File: src/rtl/script_sequencer.sv
// Game-script sequencer: fetches 16-bit instructions from a synchronous ROM, issues actions
// over valid/ready and runs jumps, timed/conditional waits and game-state updates. Optional macro: SCRIPT_STEP_EN.
module script_sequencer #(
    parameter int PC_W     = 8,
    parameter int TICK_DIV = 100000
) (
    input  logic            clk,
    input  logic            rst,
    input  logic            start,
    input  logic            abort,
`ifdef SCRIPT_STEP_EN
    input  logic            step,
`endif
    output logic [PC_W-1:0] rom_addr,
    input  logic [15:0]     rom_data,
    output logic [7:0]      act_data,
    output logic [1:0]      act_kind,
    output logic            act_valid,
    input  logic            act_ready,
    input  logic [7:0]      feedback,
    output logic [7:0]      game_state,
    output logic [PC_W-1:0] pc,
    output logic            busy,
    output logic            done,
    output logic            err
);

    typedef enum logic [2:0] {
        S_IDLE,
        S_FETCH,
        S_DECODE,
        S_ACT,
        S_WAIT_T,
        S_WAIT_C,
        S_DONE,
        S_ERR
    } state_t;

    localparam logic [2:0]      OP_ACT    = 3'b001;
    localparam logic [2:0]      OP_JMP    = 3'b010;
    localparam logic [2:0]      OP_WAIT   = 3'b011;
    localparam logic [2:0]      OP_GAME   = 3'b100;
    localparam int              TW        = (TICK_DIV > 1) ? $clog2(TICK_DIV) : 1;
    localparam logic [TW-1:0]   TICK_LAST = TW'(TICK_DIV - 1);
    localparam logic [PC_W-1:0] PC_LAST   = {{(PC_W-1){1'b1}}, 1'b0};

    state_t          r_state;
    logic [PC_W-1:0] r_pc;
    logic [7:0]      r_act_data;
    logic [1:0]      r_act_kind;
    logic            r_act_valid;
    logic [7:0]      r_game_state;
    logic            r_busy;
    logic            r_done;
    logic            r_err;
    logic [2:0]      r_sign;
    logic [TW-1:0]   r_tick;
    logic [7:0]      r_wait;

    logic [7:0]      w_i_num;
    logic [2:0]      w_i_sign;
    logic [1:0]      w_fun;
    logic [2:0]      w_op;
    logic            w_pc_last;
    logic [PC_W-1:0] w_pc_inc;
    logic [PC_W-1:0] w_jump_target;
    logic            w_jump_cond;
    logic            w_wait_cond;
    logic            w_fetch_go;

    assign w_i_num       = rom_data[15:8];
    assign w_i_sign      = rom_data[7:5];
    assign w_fun         = rom_data[4:3];
    assign w_op          = rom_data[2:0];
    assign w_pc_last     = (r_pc == PC_LAST);
    assign w_pc_inc      = r_pc + PC_W'(2);
    assign w_jump_target = PC_W'({w_i_num[7:1], 1'b0});
    assign w_jump_cond   = feedback[w_i_sign];
    assign w_wait_cond   = feedback[r_sign];

`ifdef SCRIPT_STEP_EN
    assign w_fetch_go = step;
`else
    assign w_fetch_go = 1'b1;
`endif

    // Every "pc+2" path refuses to wrap: at the last even address it traps into ERR with pc held.
    always_ff @(posedge clk) begin
        if (rst) begin
            r_state      <= S_IDLE;
            r_pc         <= '0;
            r_act_data   <= '0;
            r_act_kind   <= '0;
            r_act_valid  <= 1'b0;
            r_game_state <= '0;
            r_busy       <= 1'b0;
            r_done       <= 1'b0;
            r_err        <= 1'b0;
            r_sign       <= '0;
            r_tick       <= '0;
            r_wait       <= '0;
        end else if (abort) begin
            r_state     <= S_IDLE;
            r_act_valid <= 1'b0;
            r_busy      <= 1'b0;
            r_done      <= 1'b0;
            r_err       <= 1'b0;
            r_tick      <= '0;
            r_wait      <= '0;
        end else begin
            case (r_state)
                S_IDLE, S_DONE, S_ERR: begin
                    if (start) begin
                        r_pc    <= '0;
                        r_state <= S_FETCH;
                        r_busy  <= 1'b1;
                        r_done  <= 1'b0;
                        r_err   <= 1'b0;
                    end
                end
                S_FETCH: begin
                    if (w_fetch_go) begin
                        r_state <= S_DECODE;
                    end
                end
                S_DECODE: begin
                    r_sign <= w_i_sign;
                    case (w_op)
                        OP_ACT: begin
                            r_act_data  <= w_i_num;
                            r_act_kind  <= w_fun;
                            r_act_valid <= 1'b1;
                            r_state     <= S_ACT;
                        end
                        OP_JMP: begin
                            if (w_fun == 2'b00 || (w_fun == 2'b01 && w_jump_cond)) begin
                                r_pc    <= w_jump_target;
                                r_state <= S_FETCH;
                            end else if (w_pc_last) begin
                                r_state <= S_ERR;
                                r_busy  <= 1'b0;
                                r_err   <= 1'b1;
                            end else begin
                                r_pc    <= w_pc_inc;
                                r_state <= S_FETCH;
                            end
                        end
                        OP_WAIT: begin
                            if (w_fun == 2'b00 && w_i_num != 8'd0) begin
                                r_wait  <= w_i_num;
                                r_tick  <= '0;
                                r_state <= S_WAIT_T;
                            end else if (w_fun == 2'b01) begin
                                r_state <= S_WAIT_C;
                            end else if (w_pc_last) begin
                                r_state <= S_ERR;
                                r_busy  <= 1'b0;
                                r_err   <= 1'b1;
                            end else begin
                                r_pc    <= w_pc_inc;
                                r_state <= S_FETCH;
                            end
                        end
                        OP_GAME: begin
                            if (w_fun == 2'b00) begin
                                r_state <= S_DONE;
                                r_busy  <= 1'b0;
                                r_done  <= 1'b1;
                            end else begin
                                if (w_fun == 2'b01) begin
                                    r_game_state <= w_i_num;
                                end
                                if (w_pc_last) begin
                                    r_state <= S_ERR;
                                    r_busy  <= 1'b0;
                                    r_err   <= 1'b1;
                                end else begin
                                    r_pc    <= w_pc_inc;
                                    r_state <= S_FETCH;
                                end
                            end
                        end
                        default: begin
                            r_state <= S_ERR;
                            r_busy  <= 1'b0;
                            r_err   <= 1'b1;
                        end
                    endcase
                end
                S_ACT: begin
                    if (act_ready) begin
                        r_act_valid <= 1'b0;
                        if (w_pc_last) begin
                            r_state <= S_ERR;
                            r_busy  <= 1'b0;
                            r_err   <= 1'b1;
                        end else begin
                            r_pc    <= w_pc_inc;
                            r_state <= S_FETCH;
                        end
                    end
                end
                S_WAIT_T: begin
                    // r_wait counts remaining ticks; the last tick's final cycle leaves the state.
                    if (r_tick == TICK_LAST) begin
                        r_tick <= '0;
                        if (r_wait == 8'd1) begin
                            r_wait <= '0;
                            if (w_pc_last) begin
                                r_state <= S_ERR;
                                r_busy  <= 1'b0;
                                r_err   <= 1'b1;
                            end else begin
                                r_pc    <= w_pc_inc;
                                r_state <= S_FETCH;
                            end
                        end else begin
                            r_wait <= r_wait - 8'd1;
                        end
                    end else begin
                        r_tick <= r_tick + TW'(1);
                    end
                end
                S_WAIT_C: begin
                    if (w_wait_cond) begin
                        if (w_pc_last) begin
                            r_state <= S_ERR;
                            r_busy  <= 1'b0;
                            r_err   <= 1'b1;
                        end else begin
                            r_pc    <= w_pc_inc;
                            r_state <= S_FETCH;
                        end
                    end
                end
            endcase
        end
    end

    assign rom_addr   = r_pc;
    assign pc         = r_pc;
    assign act_data   = r_act_data;
    assign act_kind   = r_act_kind;
    assign act_valid  = r_act_valid;
    assign game_state = r_game_state;
    assign busy       = r_busy;
    assign done       = r_done;
    assign err        = r_err;

endmodule
File: config.mk
export PLATFORM = sky130hd
export DESIGN_NAME = script_sequencer
export DESIGN_NICKNAME = d
export VERILOG_FILES = /design/src/rtl/script_sequencer.sv
export SDC_FILE = /design/constraint.sdc
export NUM_CORES = 1
export LEC_CHECK = 0
export BUFFER_PORTS_ARGS = -buffer_cell sky130_fd_sc_hd__buf_2
export CORE_AREA = 2 2 90 92
export CTS_BUF_LIST = sky130_fd_sc_hd__clkbuf_4 sky130_fd_sc_hd__clkbuf_8
export DETAILED_ROUTE_END_ITERATION = 16
export DIE_AREA = 0 0 92 94
export GPL_TIMING_DRIVEN = 0
export PLACE_DENSITY = 0.84
export SLEW_MARGIN = 10
export SYNTH_ARGS = -nofsm -noshare
export SYNTH_HDL_FRONTEND = slang
export SYNTH_SLANG_ARGS = --single-unit
File: constraint.sdc
create_clock -name clk -period 2.3 [get_ports clk]
set_clock_uncertainty 0.2 [all_clocks]
set_input_delay 0.23 -clock clk [delete_from_list [all_inputs] [get_ports clk]]
set_output_delay 0.23 -clock clk [all_outputs]
set_load 0.005 [all_outputs]
==> flow_summary.json <==
{
  "ant_nets": 0,
  "place.gp.congestion": 0.9432,
  "layout.cells.most_common": "buf_2",
  "fp.dieH_microns": 94,
  "fillers": 628,
  "clock-sinks": 60,
  "hp-start": "rom_data[5]",
  "drv_cap": 0,
  "synthCells": 462,
  "worst_pin_slew_ns": 0.6920,
  "cp.arrival_ns": 2.54,
  "crit_chain": "inv_2, ha_4, nor4b_4, a21oi_4, or4_4, nand4bb_4, or4b_4, nand2_2",
  "start_util": 0.4791,
  "drtIter0Drc": 297,
  "pwr-share-comb": 0.109,
  "tns_ns": -0.7148,
  "violations": "negative setup slack",
  "min_to": "r_sign[0]",
  "start_kind": "flop",
  "rrSetupSlack_ns": -0.15,
  "r2r_cells": 8,
  "whs_path_depth": 3,
  "slew_headroom": 0.5370,
  "layout_common_cells": "buf_2, dfxtp_1, nor2_1, nand2_1, buf_4",
  "avgSynthCellArea_sq_um": 7.889,
  "rsz0062_at_grt": "yes",
  "synth_cell_types": 68,
  "synthFlopType": "dfxtp_1",
  "die_x_microns": 92,
  "core-area_sq_um": 7607,
  "finalSetupViolCount": 9,
  "r2r-start": "r_wait[1]",
  "drv_slew": 0,
  "grt_pass1_vias": 3631,
  "power.switching_w": 0.0005818,
  "p_seq_frac": 0.435,
  "pin_count": 67,
  "period_share": 1.066,
  "finalWirelength_microns": 11260,
  "grt_max_degree": 11,
  "worstReg2RegEnd": "err",
  "p_int_w": 0.001877,
  "worst-path-max-fanout": 4,
  "async_reset_ff_frac": 0,
  "cts_buffer_depth": 2,
  "hold_class": "in2reg",
  "wire_per_inst_microns": 16.88,
  "hpwl_microns": 7349,
  "synth_edf_count": 0,
  "ir_drop_mv": 0.4621,
  "yosysWarnings": 0,
  "cts_buffers": 9,
  "drc_errors": 0,
  "cp.required_ns": 2.39,
  "clk_pin_slew_worst_paths_ns": 0.07,
  "htreeDepth": 3,
  "layout-drive-gt1-share": 0.3257,
  "die_area_sq_um": 8648,
  "syn-cell-area_sq_um": 3645,
  "cts_tree": "done",
  "overflow": 0,
  "outcome": "complete, but fails checks",
  "vias": 3957,
  "clock-root-buffer": "clkbuf_8",
  "period_minus_slack_ns": 2.453,
  "hold_viol_final": 0,
  "crit_type": "reg2reg",
  "synth-seq-area-share": 0.3296,
  "slowest_delay_ns": 0.50,
  "drtPass1Iterations": 7,
  "fin_ws_ns": -0.1529,
  "power.leakage_nw": 1.863,
  "grt_pass1_wl_microns": 17040,
  "insertion_delay_ns": 0.34,
  "ys_ff_latch": 60,
  "synthToLayoutAreaGrowth_pct": 32.72,
  "utilization": 0.6359,
  "p_clk_frac": 0.457,
  "vias_per_cell": 5.933,
  "groute.usage.overall": 0.2423,
  "pwr_density_cell_nw_per_um2": 508.2,
  "numPortBuffers": 61,
  "cp_slowest_cell": "or4b_4",
  "fin_nets": 593,
  "rows": 32,
  "max_freq_ghz": 0.4077,
  "switching_share": 0.2367,
  "antenna_found_initial": 0,
  "diodes": 0,
  "crit_path_end_kind": "flop"
}
metal layers:
layer,wire length [microns],global-route usage
met3,924,0.06180
met5,0,0
met2,5566,0.4283
met4,356,0.1020
met1,4413,0.2784
cell families after synthesis:
group,after synthesis,synth area share
other cells,1,0.001029
buf+inv,45,0.05767
simple gates,219,0.3203
mux,18,0.05389
compound gates,99,0.1854
xor+xnor,16,0.03845
fa+ha+maj,4,0.01373
flops,60,0.3296
worst max-delay path, delay by kind of cell, from the launching register on:
kind / cells / cell delay [ns]
AOI/OAI and AO/OA: 1 / 0.10
adders and majority gates: 1 / 0.12
buffers and inverters: 1 / 0.07
DFF: 1 / 0.33
and+or+nand+nor: 5 / 1.58
power groups by stage:
stage / Combinational, W / Sequential [W] / Clock [W]
2_1_floorplan: 0.000140 / 0.00109 / 0
3_3_place_gp: 0.000225 / 0.00109 / 0
3_5_place_dp: 0.000229 / 0.00109 / 0
4_1_cts: 0.000244 / 0.00107 / 0.00113
5_1_grt: 0.000284 / 0.00107 / 0.00118
6_report: 0.000267 / 0.00107 / 0.00112
stage by stage:
step	hold WS, ns	power [W]	instance area (sq um)	setup WS (ns)	cells
finish	0.01058	0.002458	4837	-0.1529	667
detailed placement	0.2507	0.001316	4113	-0.5295	626
floorplan	0.1660	0.001225	3680	-0.01026	463
CTS	0.001937	0.002443	4602	-0.1196	654
global placement	0.2422	0.001312	4113	-0.4713	626
global route	0.01496	0.002530	4837	-0.2220	667
worst max path at each step:
| stage | from | endpoint | cells after the start |
|---|---|---|---|
| finish | r_wait[1] | err | 8 |
| global route | r_wait[1] | err | 8 |
| CTS | r_wait[1] | err | 8 |
| detailed placement | r_state[1] | pc[7] | 5 |
| global placement | r_state[1] | pc[7] | 5 |
| floorplan | r_wait[1] | err | 8 |
synthesized netlist by cell type (3+ instances only):
| cell | instances | area (sq um) |
|---|---|---|
| nor3_1 | 20 | 100.1 |
| nand4b_1 | 3 | 26.28 |
| xnor2_1 | 12 | 105.1 |
| nand2b_1 | 7 | 43.79 |
| a211oi_1 | 5 | 37.54 |
| clkbuf_1 | 18 | 67.56 |
| and3_1 | 3 | 18.77 |
| a311oi_1 | 3 | 26.28 |
| nor4_1 | 8 | 50.05 |
| o22ai_1 | 5 | 31.28 |
| xor2_1 | 4 | 35.03 |
| nor2b_1 | 5 | 31.28 |
| nor4b_1 | 5 | 43.79 |
| or2_2 | 4 | 25.02 |
| inv_1 | 11 | 41.29 |
| nand4_1 | 3 | 18.77 |
| nor3b_1 | 6 | 45.04 |
| o21a_1 | 4 | 30.03 |
| or3_1 | 5 | 31.28 |
| nand2_1 | 48 | 180.2 |
| a31oi_1 | 6 | 37.54 |
| dfxtp_1 | 60 | 1201 |
| a221oi_1 | 4 | 35.03 |
| nor2_1 | 59 | 221.5 |
| buf_4 | 9 | 67.56 |
| a21oi_1 | 29 | 145.1 |
| nand3b_1 | 3 | 22.52 |
| mux2i_1 | 14 | 140.1 |
| buf_2 | 4 | 20.02 |
| mux2_2 | 3 | 33.78 |
| ha_1 | 4 | 50.05 |
| o211ai_1 | 4 | 30.03 |
| o21ai_0 | 12 | 60.06 |
| nand3_1 | 23 | 115.1 |
what timing repair did:
| action | 4_1_cts | 5_1_grt |
|---|---|---|
| setup buffers | 10 | 13 |
| gates resized for setup | 36 | 40 |
| hold buffers | 4 | 0 |
| setup endpoints to repair | 59 | 55 |
| endpoints found under the hold margin | 5 | 0 |
| pin swaps | 7 | 7 |
layout make-up:
| class | instances | area, sq um | area share |
|---|---|---|---|
| buffer | 32 | 201.4 | 0.04165 |
| clock buffer | 13 | 172.7 | 0.03570 |
| clock inverter | 3 | 67.56 | 0.01397 |
| inverter | 11 | 41.29 | 0.008536 |
| multi-input combinational | 358 | 2491 | 0.5150 |
| sequential | 60 | 1206 | 0.2494 |
| tap | 102 | 127.6 | 0.02638 |
| timing repair buffer | 88 | 529.3 | 0.1094 |
sequential cells by signal, summed over array words and instances, names as in the netlist:
| register | flops |
|---|---|
| act_data | 8 |
| pc | 7 |
| busy | 1 |
| act_valid | 1 |
| r_tick | 17 |
| game_state | 8 |
| err | 1 |
| r_state | 3 |
| done | 1 |
| act_kind | 2 |
| r_sign | 3 |
| r_wait | 8 |
No activity file was read; power rests on OpenSTA's default activity.
